**config.mk**
```make
export PLATFORM = sky130hd
export DESIGN_NAME = halton_nd_gen
export DESIGN_NICKNAME = d
export VERILOG_FILES = /design/src/rtl/halton_pkg.sv /design/src/rtl/halton_dim_unit.sv /design/src/rtl/halton_nd_gen.sv
export SDC_FILE = /design/constraint.sdc
export NUM_CORES = 1
export LEC_CHECK = 0
export CORE_MARGIN = 2
export CORE_UTILIZATION = 50
export CTS_CLUSTER_SIZE = 28
export DETAILED_ROUTE_END_ITERATION = 12
export GPL_ROUTABILITY_DRIVEN = 1
export PLACE_DENSITY = 0.69
export SYNTH_ARGS = -nofsm -noshare
export SYNTH_HDL_FRONTEND = slang
export SYNTH_SLANG_ARGS = --single-unit
```
**constraint.sdc**
```tcl
create_clock -name clk -period 13.75 [get_ports clk]
set_input_delay 4.125 -clock clk [delete_from_list [all_inputs] [get_ports clk]]
set_output_delay 4.125 -clock clk [all_outputs]
set_load 0.1 [all_outputs]
```
**src/rtl/halton_pkg.sv**
```systemverilog
// Shared definitions for the N-dimensional Halton generator.
// Holds the prime base table, the FSM state type and the constant
// functions that size the digit odometers and build the weight and
// carry-correction tables used by each dimension unit.
package halton_pkg;

  localparam int unsigned MAX_DIM = 8;
  localparam int unsigned PRIMES [MAX_DIM] = '{2, 3, 5, 7, 11, 13, 17, 19};

  typedef enum logic {
    ST_IDLE,
    ST_LOAD
  } state_e;

  // Smallest n such that base^n covers every index value of k_width bits.
  function automatic int unsigned ndig(input int unsigned base,
                                       input int unsigned k_width);
    logic [127:0] p;
    logic [127:0] lim;
    int unsigned  n;
    p   = 128'd1;
    lim = 128'd1 << k_width;
    n   = 0;
    while (p < lim) begin
      p = p * 128'(base);
      n++;
    end
    return n;
  endfunction

  // Longest digit extraction among the first dim active bases.
  function automatic int unsigned ndig_max(input int unsigned dim,
                                           input int unsigned k_width);
    int unsigned m;
    m = 0;
    for (int unsigned d = 0; d < dim; d++) begin
      if (ndig(PRIMES[d], k_width) > m) m = ndig(PRIMES[d], k_width);
    end
    return m;
  endfunction

  // floor(2^width / base^(i+1)); the power saturates once it exceeds
  // 2^width so deep digits simply get a zero weight.
  function automatic logic [63:0] weight(input int unsigned base,
                                         input int unsigned i,
                                         input int unsigned width);
    logic [127:0] num;
    logic [127:0] p;
    num = 128'd1 << width;
    p   = 128'(base);
    for (int unsigned e = 0; e < i; e++) begin
      if (p <= num) p = p * 128'(base);
    end
    return 64'(num / p);
  endfunction

  // Accumulator step when digit j increments and every lower digit
  // rolls over from base-1 to 0, taken modulo 2^width.
  function automatic logic [63:0] corr(input int unsigned base,
                                       input int unsigned j,
                                       input int unsigned width);
    logic [127:0] s;
    logic [127:0] c;
    logic [127:0] mask;
    s = '0;
    for (int unsigned i = 0; i < j; i++) s = s + 128'(weight(base, i, width));
    c    = 128'(weight(base, j, width)) - 128'(base - 1) * s;
    mask = (128'd1 << width) - 128'd1;
    return 64'(c & mask);
  endfunction

endpackage

```
**src/rtl/halton_dim_unit.sv**
```systemverilog
// One Halton dimension: a base-BASE digit odometer plus the running
// fixed-point radical inverse (acc) of the digits it holds.
// Ports:
//   clk, rst     clock and synchronous active-high reset
//   clear_i      start a reseed: zero digits/acc, latch seed_i as remainder
//   load_i       one extraction step for digit position load_idx_i
//   load_idx_i   digit position being extracted this cycle
//   inc_i        advance the odometer by one
//   wrap_i       index wrapped: zero digits and acc (beats inc_i)
//   seed_i       reseed start index
//   acc_o        current radical inverse, WIDTH fraction bits
module halton_dim_unit
  import halton_pkg::*;
#(
  parameter int unsigned BASE    = 2,
  parameter int unsigned WIDTH   = 32,
  parameter int unsigned K_WIDTH = 32,
  parameter int unsigned CNT_W   = 6
) (
  input  logic               clk,
  input  logic               rst,
  input  logic               clear_i,
  input  logic               load_i,
  input  logic [CNT_W-1:0]   load_idx_i,
  input  logic               inc_i,
  input  logic               wrap_i,
  input  logic [K_WIDTH-1:0] seed_i,
  output logic [WIDTH-1:0]   acc_o
);

  localparam int unsigned NDIG = ndig(BASE, K_WIDTH);
  localparam int unsigned DW   = $clog2(BASE);
  localparam logic [K_WIDTH-1:0] BASE_K = K_WIDTH'(BASE);
  localparam logic [DW-1:0]      DMAX   = DW'(BASE - 1);

  logic [NDIG-1:0][DW-1:0] dig_q, dig_d;
  logic [WIDTH-1:0]        acc_q, acc_d;
  logic [K_WIDTH-1:0]      r_q, r_d;

  logic [WIDTH-1:0] weight_tab [NDIG];
  logic [WIDTH-1:0] corr_tab   [NDIG];

  for (genvar g = 0; g < NDIG; g++) begin : g_tab
    assign weight_tab[g] = WIDTH'(weight(BASE, g, WIDTH));
    assign corr_tab[g]   = WIDTH'(corr(BASE, g, WIDTH));
  end

  logic [DW-1:0]    ext_dig;
  logic [WIDTH-1:0] w_sel;
  logic [WIDTH-1:0] c_sel;
  logic             found;

  // Next state: reseed clear, one digit extraction per LOAD step, wrap
  // clear, or odometer increment where the lowest non-max digit picks
  // the precomputed accumulator correction.
  always_comb begin
    dig_d   = dig_q;
    acc_d   = acc_q;
    r_d     = r_q;
    w_sel   = '0;
    c_sel   = '0;
    found   = 1'b0;
    ext_dig = DW'(r_q % BASE_K);
    if (clear_i) begin
      dig_d = '0;
      acc_d = '0;
      r_d   = seed_i;
    end else if (load_i) begin
      r_d = r_q / BASE_K;
      for (int i = 0; i < NDIG; i++) begin
        if (load_idx_i == CNT_W'(i)) begin
          dig_d[i] = ext_dig;
          w_sel    = weight_tab[i];
        end
      end
      acc_d = acc_q + WIDTH'(ext_dig) * w_sel;
    end else if (wrap_i) begin
      dig_d = '0;
      acc_d = '0;
    end else if (inc_i) begin
      for (int i = 0; i < NDIG; i++) begin
        if (!found) begin
          if (dig_q[i] == DMAX) begin
            dig_d[i] = '0;
          end else begin
            dig_d[i] = dig_q[i] + DW'(1);
            c_sel    = corr_tab[i];
            found    = 1'b1;
          end
        end
      end
      acc_d = found ? acc_q + c_sel : '0;
    end
  end

  // Digit, accumulator and remainder registers.
  always_ff @(posedge clk) begin
    if (rst) begin
      dig_q <= '0;
      acc_q <= '0;
      r_q   <= '0;
    end else begin
      dig_q <= dig_d;
      acc_q <= acc_d;
      r_q   <= r_d;
    end
  end

  assign acc_o = acc_q;

endmodule

```
**src/rtl/halton_nd_gen.sv**
```systemverilog
// N-dimensional Halton sequence generator, one DIM-tuple per pop.
// Ports:
//   clk, rst       clock and synchronous active-high reset
//   pop_enable     advance the index and present the next point
//   reseed_enable  restart from index seed (multi-cycle digit load)
//   seed           start index for reseed
//   halton_out     packed points, dimension d at [d*WIDTH +: WIDTH]
//   valid          one-cycle pulse per accepted pop
//   busy           high while a reseed digit load is running
//   wrapped        pulses with valid when the index rolled over to 0
module halton_nd_gen
  import halton_pkg::*;
#(
  parameter int unsigned DIM     = 2,
  parameter int unsigned WIDTH   = 32,
  parameter int unsigned K_WIDTH = 32
) (
  input  logic                 clk,
  input  logic                 rst,
  input  logic                 pop_enable,
  input  logic                 reseed_enable,
  input  logic [K_WIDTH-1:0]   seed,
  output logic [DIM*WIDTH-1:0] halton_out,
  output logic                 valid,
  output logic                 busy,
  output logic                 wrapped
);

  localparam int unsigned NDIG_MAX = ndig_max(DIM, K_WIDTH);
  localparam int unsigned CNT_W    = (NDIG_MAX > 1) ? $clog2(NDIG_MAX) : 1;
  localparam logic [CNT_W-1:0] CNT_LAST = CNT_W'(NDIG_MAX - 1);

  state_e             state_q, state_d;
  logic [CNT_W-1:0]   cnt_q, cnt_d;
  logic [K_WIDTH-1:0] k_q, k_d;
  logic [K_WIDTH-1:0] seed_q, seed_d;
  logic               valid_q, valid_d;
  logic               wrapped_q, wrapped_d;
  logic               accept_pop, wrap_pop, load_step;

  // Control: reseed always wins and restarts the load; pops only land in
  // IDLE; the last LOAD step commits the seed as the live index.
  always_comb begin
    state_d    = state_q;
    cnt_d      = cnt_q;
    k_d        = k_q;
    seed_d     = seed_q;
    valid_d    = 1'b0;
    wrapped_d  = 1'b0;
    accept_pop = 1'b0;
    wrap_pop   = 1'b0;
    load_step  = 1'b0;
    if (reseed_enable) begin
      state_d = ST_LOAD;
      cnt_d   = '0;
      seed_d  = seed;
    end else begin
      case (state_q)
        ST_IDLE: begin
          if (pop_enable) begin
            accept_pop = 1'b1;
            valid_d    = 1'b1;
            k_d        = k_q + K_WIDTH'(1);
            if (k_q == '1) begin
              wrap_pop  = 1'b1;
              wrapped_d = 1'b1;
            end
          end
        end
        ST_LOAD: begin
          load_step = 1'b1;
          cnt_d     = cnt_q + CNT_W'(1);
          if (cnt_q == CNT_LAST) begin
            state_d = ST_IDLE;
            cnt_d   = '0;
            k_d     = seed_q;
          end
        end
        default: state_d = ST_IDLE;
      endcase
    end
  end

  // Control registers.
  always_ff @(posedge clk) begin
    if (rst) begin
      state_q   <= ST_IDLE;
      cnt_q     <= '0;
      k_q       <= '0;
      seed_q    <= '0;
      valid_q   <= 1'b0;
      wrapped_q <= 1'b0;
    end else begin
      state_q   <= state_d;
      cnt_q     <= cnt_d;
      k_q       <= k_d;
      seed_q    <= seed_d;
      valid_q   <= valid_d;
      wrapped_q <= wrapped_d;
    end
  end

  for (genvar d = 0; d < DIM; d++) begin : g_dim
    halton_dim_unit #(
      .BASE    (PRIMES[d]),
      .WIDTH   (WIDTH),
      .K_WIDTH (K_WIDTH),
      .CNT_W   (CNT_W)
    ) u_dim (
      .clk        (clk),
      .rst        (rst),
      .clear_i    (reseed_enable),
      .load_i     (load_step),
      .load_idx_i (cnt_q),
      .inc_i      (accept_pop),
      .wrap_i     (wrap_pop),
      .seed_i     (seed),
      .acc_o      (halton_out[d*WIDTH +: WIDTH])
    );
  end

  assign valid   = valid_q;
  assign wrapped = wrapped_q;
  assign busy    = (state_q == ST_LOAD);

endmodule

```
# After elaboration in Yosys (flattened, before gate mapping)
# Cells that the tools add are included.
classes:
  addsub: 59
  n_mul: 2
  n_div: 2
  order_cmp: 0
  eq_ne: 138
  n_shift: 0
  n_mux: 724
  bitwise: 2
  reduce_logical: 57
ops:
  columns: ["operator", "count"]
  rows:
  - ["$mux 32", 212]
  - ["$mux 31", 22]
  - ["$mux 1", 423]
  - ["$reduce_and 3->1", 52]
  - ["$add 32x32->32", 4]
  - ["$mux 42", 3]
  - ["$mux 2", 62]
  - ["$ne 3x1->1 const B", 31]
  - ["$eq 5x5->1 const B", 16]
  - ["$ne 2x2->1 const B", 33]
  - ["$pmux 32 s2", 1]
  - ["$ne 3x3->1 const B", 20]
  - ["$add 2x1->2 const B", 21]
  - ["$eq 2x2->1 const B", 21]
  - ["$eq 5x4->1 const B", 8]
  - ["$add 1x1->1 const B", 32]
  - ["$add 32x1->32 const B", 1]
  - ["$div 32x2->32 const B", 1]
  - ["$eq 32x32->1 const B", 1]
  - ["$mod 32x2->32 const B", 1]
  - ["$mul 1x32->32", 1]
  - ["$mul 2x32->32", 1]
  - ["$eq 5x3->1 const B", 4]
  - ["$eq 5x2->1 const B", 2]
  - ["10 further kinds", 11]
word_totals:
  regBits: 274
  latch_bits: 0
  ram_bits: 0
  rom_bits: 0
  input_bits: 36
  out_inout_bits: 67
  elab_cells: 1047
  mem_count: 0

# Longest topological paths before layout
# Gate-level depths: netlist (run 1).
logic_depth:
  word_depth: 168
  mapped_depth: 76
  depth_no_buf: 66

# Cells and area by module
# Synthesis (run 1) repeated with hierarchy kept, for this count alone.
unflattened:
  hier_cells: 3470
  hier_area_um2: 25086.6
modules_own_cells:
  columns: ["module", "instances", "cells_each", "area_per_inst_um2", "seq_area_each_um2"]
  rows:
  - ["halton_dim_unit (g_dim[1].u_dim)", 1, 1882, 12939.9, 2122.0]
  - ["halton_dim_unit (g_dim[0].u_dim)", 1, 1171, 8539.4, 1921.8]
  - ["halton_nd_gen", 1, 417, 3607.2, 1441.4]

# Least setup slack after synthesis (run 1)
# Ideal clock, no wire load.
synth_path:
  kind: "flip-flop to flip-flop"
  start: "register g_dim[1].u_dim.r_q[27]"
  end: "register g_dim[1].u_dim.acc_q[31]"
  setup_time_ns: 0.074
  arrival_ns: 13.457
  t_required_ns: 13.676
  path_slack_ns: 0.218
  stages_incl_launch_ff: 72
  n_path_buf: 7
  period_less_slack_ns: 13.532
  cell_sequence: "dfxtp_1 > buf_6 > or4b_4 > mux2i_4 > o22ai_2 > and2_4 > buf_6 > o211a_4 > or4b_4 > nand2_4 > a2bb2oi_4 > o2111ai_4 > and2_4 > buf_6 > nor4_2 > nor2_2 > or4b_1 > nand4_1 > [... 36 more ...] > a21boi_0 > o21ai_0 > a21boi_0 > o21ai_0 > a21boi_0 > o21ai_0 > a21boi_0 > o21ai_0 > a21oi_1 > o41ai_1 > o21ai_0 > o41ai_1 > o21bai_1 > a21oi_1 > xnor2_1 > and3_1 > o21ai_1 > a31oi_1"
synth_via:
  elab_chain_cells: 4
synth_lines:
  columns: ["item", "line", "text"]
  rows:
  - ["start: declaration", "halton_dim_unit.sv:38", "logic [K_WIDTH-1:0] r_q, r_d;"]
  - ["start signal: assignment", "halton_dim_unit.sv:105", "r_q <= r_d;"]
  - ["$mod 32x2->32", "halton_dim_unit.sv:63", "ext_dig = DW'(r_q % BASE_K);"]
  - ["$mul 2x32->32", "halton_dim_unit.sv:76", "acc_d = acc_q + WIDTH'(ext_dig) * w_sel;"]
  - ["$add 32x32->32", "halton_dim_unit.sv:76", null]
  - ["$mux 32", "halton_dim_unit.sv:68", "end else if (load_i) begin"]
  - ["end signal: assignment", "halton_dim_unit.sv:100", "acc_q <= '0;"]
  - ["end signal: assignment", "halton_dim_unit.sv:104", "acc_q <= acc_d;"]
  - ["end: declaration", "halton_dim_unit.sv:37", "logic [WIDTH-1:0] acc_q, acc_d;"]
# No other way between the ends.
# A chain may end at the register's enable or synchronous reset.

# Worst setup path after layout (run 1)
layout_path:
  start: "register g_dim[1].u_dim.r_q[27]"
  end: "register g_dim[1].u_dim.acc_q[30]"
# Same word-level chain as after synthesis.

==> results.ini, run 1 <==
[sta]
finalHoldViolCount=0
period_share_pct=94.5
period_needed_ns=13.00
relSlewSlack_pct=17.4
finalMaxSlewViolations=0
skew_ns=0.0190
max_freq_mhz=76.9
setup_viol=0
worst-slew-pin-transition_ns=1.24

[finish]
drive_above_1_share_pct=9.93
area.sequential_sq_um=5470
multi_input_area_sq_um=16900
nets=3541
num_antenna_cells=0
instances_no_fill=3972
final_core_util_pct=58.4
layout_common_cells=nor2_1 (386), a21oi_1 (339), nand2_1 (307)
area_growth_pct=15.7
fillCellCount=4262
final_common_cell=nor2_1

[global_route]
antenna_found_initial=1
grt_first_pass_wirelength_um=119000
grt_pass1_vias=22700
grt_max_degree=107
overflow=0
grt_usage_pct=30.1

[worst_setup_path]
slowest_delay_ns=0.57
slowest_stage=or4b_4
crit_path_max_fanout=10
end_kind=flip-flop
worst_setup_path_start_kind=flip-flop
path_common_cell=a21oi_2
required_ns=14.19
critPathKind=flip-flop to flip-flop
cp.arrival_ns=13.44

[power_and_ir_drop]
combPwrFrac_pct=48.1
pwr-share-seq_pct=24.7
leakagePower_nw=11.0
swShare_pct=40.3
power.density_nw_per_um2=133
switchingPower_w=0.00145
vdd_drop_max_mv=0.127
p_clk_share_pct=27.2
intPower_w=0.00214
power_w=0.00359

[drt]
via_per_inst=6.12
ant_nets=0
drc=0
avgRoutedWirePerCell_um=19.0
drt-total-wl_um=75300
vias=24300
drtIter0Drc=1929
firstDrtPassIters=6

[logic_synthesis]
syn_nets=3452
synth_ff_type=dfxtp_1
synthArstFlopShare_pct=0
synth_area_leaders=dfxtp_1 (23%), a21oi_1 (7.5%), ha_1 (7.3%), nor2_1 (6.3%), o21ai_0 (5.1%)
ys_ff_latch=273
yosys.area.top_type_share_pct=23.4
yosys.area.top_type=dfxtp_1
synth_enable_flop_cells=0
yosysWarnings=0
synthesis.area_sq_um=23400
synthCells=3250
syn_avg_cell_area_sq_um=7.20
ys_seq_area_share_pct=23.4
yosysUniqueCellTypes=119

[die]
ios=103
die_h_um=220
die_area_sq_um=48500
rows=79
core_sq_um=46400
start_util_pct=50.5
die_w_um=220

[run_status]
status=finished, final reports clean

[clock_network]
clock_path_buffers=3
insertion_delay_ns=0.56
cts_tree=yes
clock-root-buffer=clkbuf_16
clock_sinks=273
cts_buffers=36
ctsHtreeMaxLevel=2
clkTransAtPathRegs_ns=0.06

[placed_design]
portBuffers=102
dp_hpwl_um=54200
gp_congestion=1.00
dp.cells=3894

[worst_hold_path]
hold_class=flip-flop to flip-flop

[run]
cap_violations=0

[cell type report]
class	instances	share of cell area [%]
clock buffer	47	3.66
clock inverter	17	0.799
inverter	199	2.76
multi-input combinational	2594	62.3
sequential	273	20.2
tap	607	2.80
timing repair buffer	235	7.45
[layer usage]
metal	track usage [%]	up-vias	part of all wire, %
li1	-	11900	-
met1	37.5	11400	43
met2	51.1	819	47
met3	4.71	200	5.7
met4	13.4	2	4.6
met5	0	-	0.017
[worst paths after layout]
path | slack (ns) | end | startpoint | depth (start not counted)
setup / recovery | 0.75 | g_dim[1].u_dim.acc_o[30] | g_dim[1].u_dim.r_q[27] | 67
hold / removal | 0.47 | seed_q[31] | seed_q[31] | 2
setup reg to reg | 0.75 | g_dim[1].u_dim.acc_o[30] | g_dim[1].u_dim.r_q[27] | 67
hold reg to reg | 0.47 | seed_q[31] | seed_q[31] | 2
[cells in the mapped netlist, drive strengths merged (28+ instances only)]
library cell  count
xnor2            73
a211oi           43
ha              136
a21boi           39
and3             48
inv             198
a221oi           51
a21o             41
nor2b            56
nor3             90
nand2           311
mux2i            55
nand2b           58
nor2            397
buf              39
dfxtp           273
or3              30
nand3            95
a311oi           28
a22oi            35
a21oi           353
fa               30
o21a             41
clkbuf          146
o21ai           249
[power by group through the flow]
stage	logic (W)	registers (W)	clock network [W]
after floorplan	0.00111	0.000960	0
after global placement	0.00156	0.000899	0
after detailed placement	0.00159	0.000900	0
after CTS	0.00162	0.000884	0.000993
after global routing	0.00191	0.000892	0.00102
final	0.00173	0.000885	0.000977
[cells by family after synthesis]
logic type / share of synthesized area [%]
and+or+nand+nor: 24.4
DFF: 23.4
buffers and inverters: 6.47
xor gates and xnor gates: 3.60
AOI/OAI and AO/OA: 29.3
adders and majority gates: 9.84
muxes: 3.03
[flip-flops by register name (all words and copies together) (netlist names)]
| name | flops |
|---|---|
| cnt_q | 5 |
| seed_q | 32 |
| wrapped | 1 |
| g_dim.u_dim.dig_q | 74 |
| g_dim.u_dim.r_q | 63 |
| busy | 1 |
| g_dim.u_dim.acc_o | 64 |
| k_q | 32 |
| valid | 1 |
[per-stage QoR]
stage	cell area, sq um	setup TNS (ns)	setup WS, ns	hold WS [ns]
floorplan	23400	0	0.218	0.440
global placement	25400	-0.404	-0.340	0.448
detailed placement	25400	-1.30	-0.658	0.459
CTS	26700	0	0.0588	0.470
global route	27100	-0.136	-0.0994	0.501
finish	27100	0	0.752	0.468
[critical path: cells and delay by family, from the launching register on]
family	cells	cell delay (ns)
muxes	2	0.34
AOI/OAI and AO/OA	40	6.72
adders and majority gates	4	1.19
buffers and inverters	7	0.82
DFF	1	0.37
and+or+nand+nor	13	3.27
xor gates and xnor gates	1	0.16
[repair_timing]
item	CTS	global route
hold endpoints to repair	0	0
cloned	1	0
hold buffers	0	0
buffers inserted	1	12
endpoints found under the setup margin	5	13
pin swaps	3	36
resized for setup	22	75
Note: power is estimated with default switching activity, not from simulation.
==> inputs of run 2 (changes only) <==
--- a/config.mk
+++ b/config.mk
@@ -5,12 +5,13 @@
 export SDC_FILE = /design/constraint.sdc
 export NUM_CORES = 1
 export LEC_CHECK = 0
-export CORE_MARGIN = 2
-export CORE_UTILIZATION = 50
+export CELL_PAD_IN_SITES_DETAIL_PLACEMENT = 1
+export CELL_PAD_IN_SITES_GLOBAL_PLACEMENT = 1
+export CORE_UTILIZATION = 42
 export CTS_CLUSTER_SIZE = 28
 export DETAILED_ROUTE_END_ITERATION = 12
 export GPL_ROUTABILITY_DRIVEN = 1
-export PLACE_DENSITY = 0.69
+export PLACE_DENSITY = 0.78
 export SYNTH_ARGS = -nofsm -noshare
 export SYNTH_HDL_FRONTEND = slang
 export SYNTH_SLANG_ARGS = --single-unit
==> run 2 against run 1 <==
Effect of this change: critical path depth did not move; clock skew grew 0.00075 ns; via count rose by 3.8%; sequential power barely moved; design area up 2.3%; maximum frequency decreased by 2.4%; critical path type unchanged.
==> results.ini, run 2 (synthesis gave the netlist of run 1 again) <==
[run_status]
status=finished, final reports clean

[worst_setup_path]
slowest_delay_ns=0.56
slowest_stage=or4b_4
required_ns=14.23
r2r-start=g_dim[1].u_dim.r_q[28]
worst_setup_path_start_kind=flip-flop
r2r_setup_slack_ns=0.43
crit_path_max_fanout=12
critPathKind=flip-flop to flip-flop
cp.arrival_ns=13.79
end_kind=flip-flop
r2r_cells=67
r2r-end=g_dim[1].u_dim.acc_o[31]

[sta]
setup_viol=0
finalHoldViolCount=0
period_needed_ns=13.32
max_freq_mhz=75.1
rsz0062_at_grt=yes
relSlewSlack_pct=17.9
tns_ns=0
skew_ns=0.0197
period_share_pct=96.9
finalMaxSlewViolations=0
worst-slew-pin-transition_ns=1.23

[worst_hold_path]
hold_class=flip-flop to flip-flop
hold_depth=2
hold_start=seed_q[30]
whs_endpoint=seed_q[30]

[placed_design]
portBuffers=102
dp_hpwl_um=64900
post_dp_cell_area_sq_um=25800
gp_congestion=0.948

[clock_network]
clkTransAtPathRegs_ns=0.06
clock-root-buffer=clkbuf_16
insertion_delay_ns=0.57
ctsHtreeMaxLevel=2
cts_tree=yes
cts_buffers=37
clock_path_buffers=3
clock_sinks=273

[finish]
layout_common_cells=nor2_1 (387), a21oi_1 (342), nand2_1 (306)
drive_above_1_share_pct=11.3
regMostFlops=g_dim.u_dim.dig_q
final_common_cell=nor2_1
largest_reg_flops=74
final_core_util_pct=50.3
nets=3586
num_antenna_cells=0
area_growth_pct=18.3
fin_area_sq_um=27700

[power_and_ir_drop]
vdd_drop_max_mv=0.0883
leakagePower_nw=11.3
power.density_nw_per_um2=136

[drt]
ant_nets=0
drt-total-wl_um=88700
drc=0
avgRoutedWirePerCell_um=21.3
vias=25200
drtIter0Drc=1498
via_per_inst=6.06
firstDrtPassIters=5

[global_route]
overflow=0
grt_pass1_vias=25900
grt_usage_pct=30.5
grt_first_pass_wirelength_um=140000
grt_max_degree=91
antenna_found_initial=2

[die]
rows=86
ios=103
die_w_um=238
die_h_um=238
die_area_sq_um=56700
start_util_pct=42.5
core_sq_um=55100

[run]
cap_violations=0

## run 2: power by group
part           switching, W  total [W]  internal [W]
registers         0.0000584   0.000888      0.000830
clock network      0.000397    0.00100      0.000608
logic               0.00108    0.00188      0.000795
total               0.00154    0.00377       0.00223
## run 2: final cells by class
class                      instances  area, sq um
fill                            6917        27400
multi-input combinational       2593        16900
sequential                       273         5470
timing repair buffer             280         2380
clock buffer                      56         1100
tap                              748          936
inverter                         199          747
clock inverter                     9          139
## run 2: routing by layer
| metal | up-vias | part of all wire, % | track usage, % |
|---|---|---|---|
| met2 | 568 | 50 | 55.0 |
| met1 | 12500 | 43 | 37.9 |
| met5 | - | 0.010 | 0 |
| met3 | 159 | 4.0 | 2.94 |
| met4 | 2 | 2.9 | 9.87 |
| li1 | 11900 | - | - |
## run 2: how the worst max path moves through the flow
stage,slack [ns],to,start,cells after the start
floorplan,0.22,g_dim[1].u_dim.acc_o[31],g_dim[1].u_dim.r_q[27],71
global placement,-0.47,g_dim[1].u_dim.acc_o[31],g_dim[1].u_dim.r_q[27],67
detailed placement,-1.57,g_dim[1].u_dim.acc_o[31],g_dim[1].u_dim.r_q[28],66
CTS,0.02,g_dim[1].u_dim.acc_o[31],g_dim[1].u_dim.r_q[28],64
global route,-0.25,g_dim[1].u_dim.acc_o[30],g_dim[1].u_dim.r_q[28],69
finish,0.43,g_dim[1].u_dim.acc_o[31],g_dim[1].u_dim.r_q[28],67
## run 2: what timing repair did
item	in CTS	in global routing
setup endpoints to repair	11	13
gates resized for setup	37	78
pin swaps	10	40
gates cloned	0	0
hold buffers	0	0
setup buffers	5	23
## run 2: worst max-delay path: cells and delay by family, from the launching register on
kind	cells	cell delay [ns]
flip-flops	1	0.39
AND/OR/NAND/NOR	10	2.95
adder cells (fa/ha/maj)	4	1.12
AO/OA/AOI/OAI	42	7.19
buffers and inverters	8	1.03
XOR/XNOR	1	0.17
multiplexers	2	0.36
## run 2: metrics by stage
stage | worst slack, ns | total power (W) | instances | hold WS (ns)
2_1_floorplan | 0.218 | 0.00207 | 3250 | 0.440
3_3_place_gp | -0.469 | 0.00252 | 4065 | 0.449
3_5_place_dp | -1.57 | 0.00260 | 4065 | 0.466
4_1_cts | 0.0215 | 0.00365 | 4135 | 0.479
5_1_grt | -0.253 | 0.00399 | 4158 | 0.495
6_report | 0.433 | 0.00377 | 4158 | 0.474
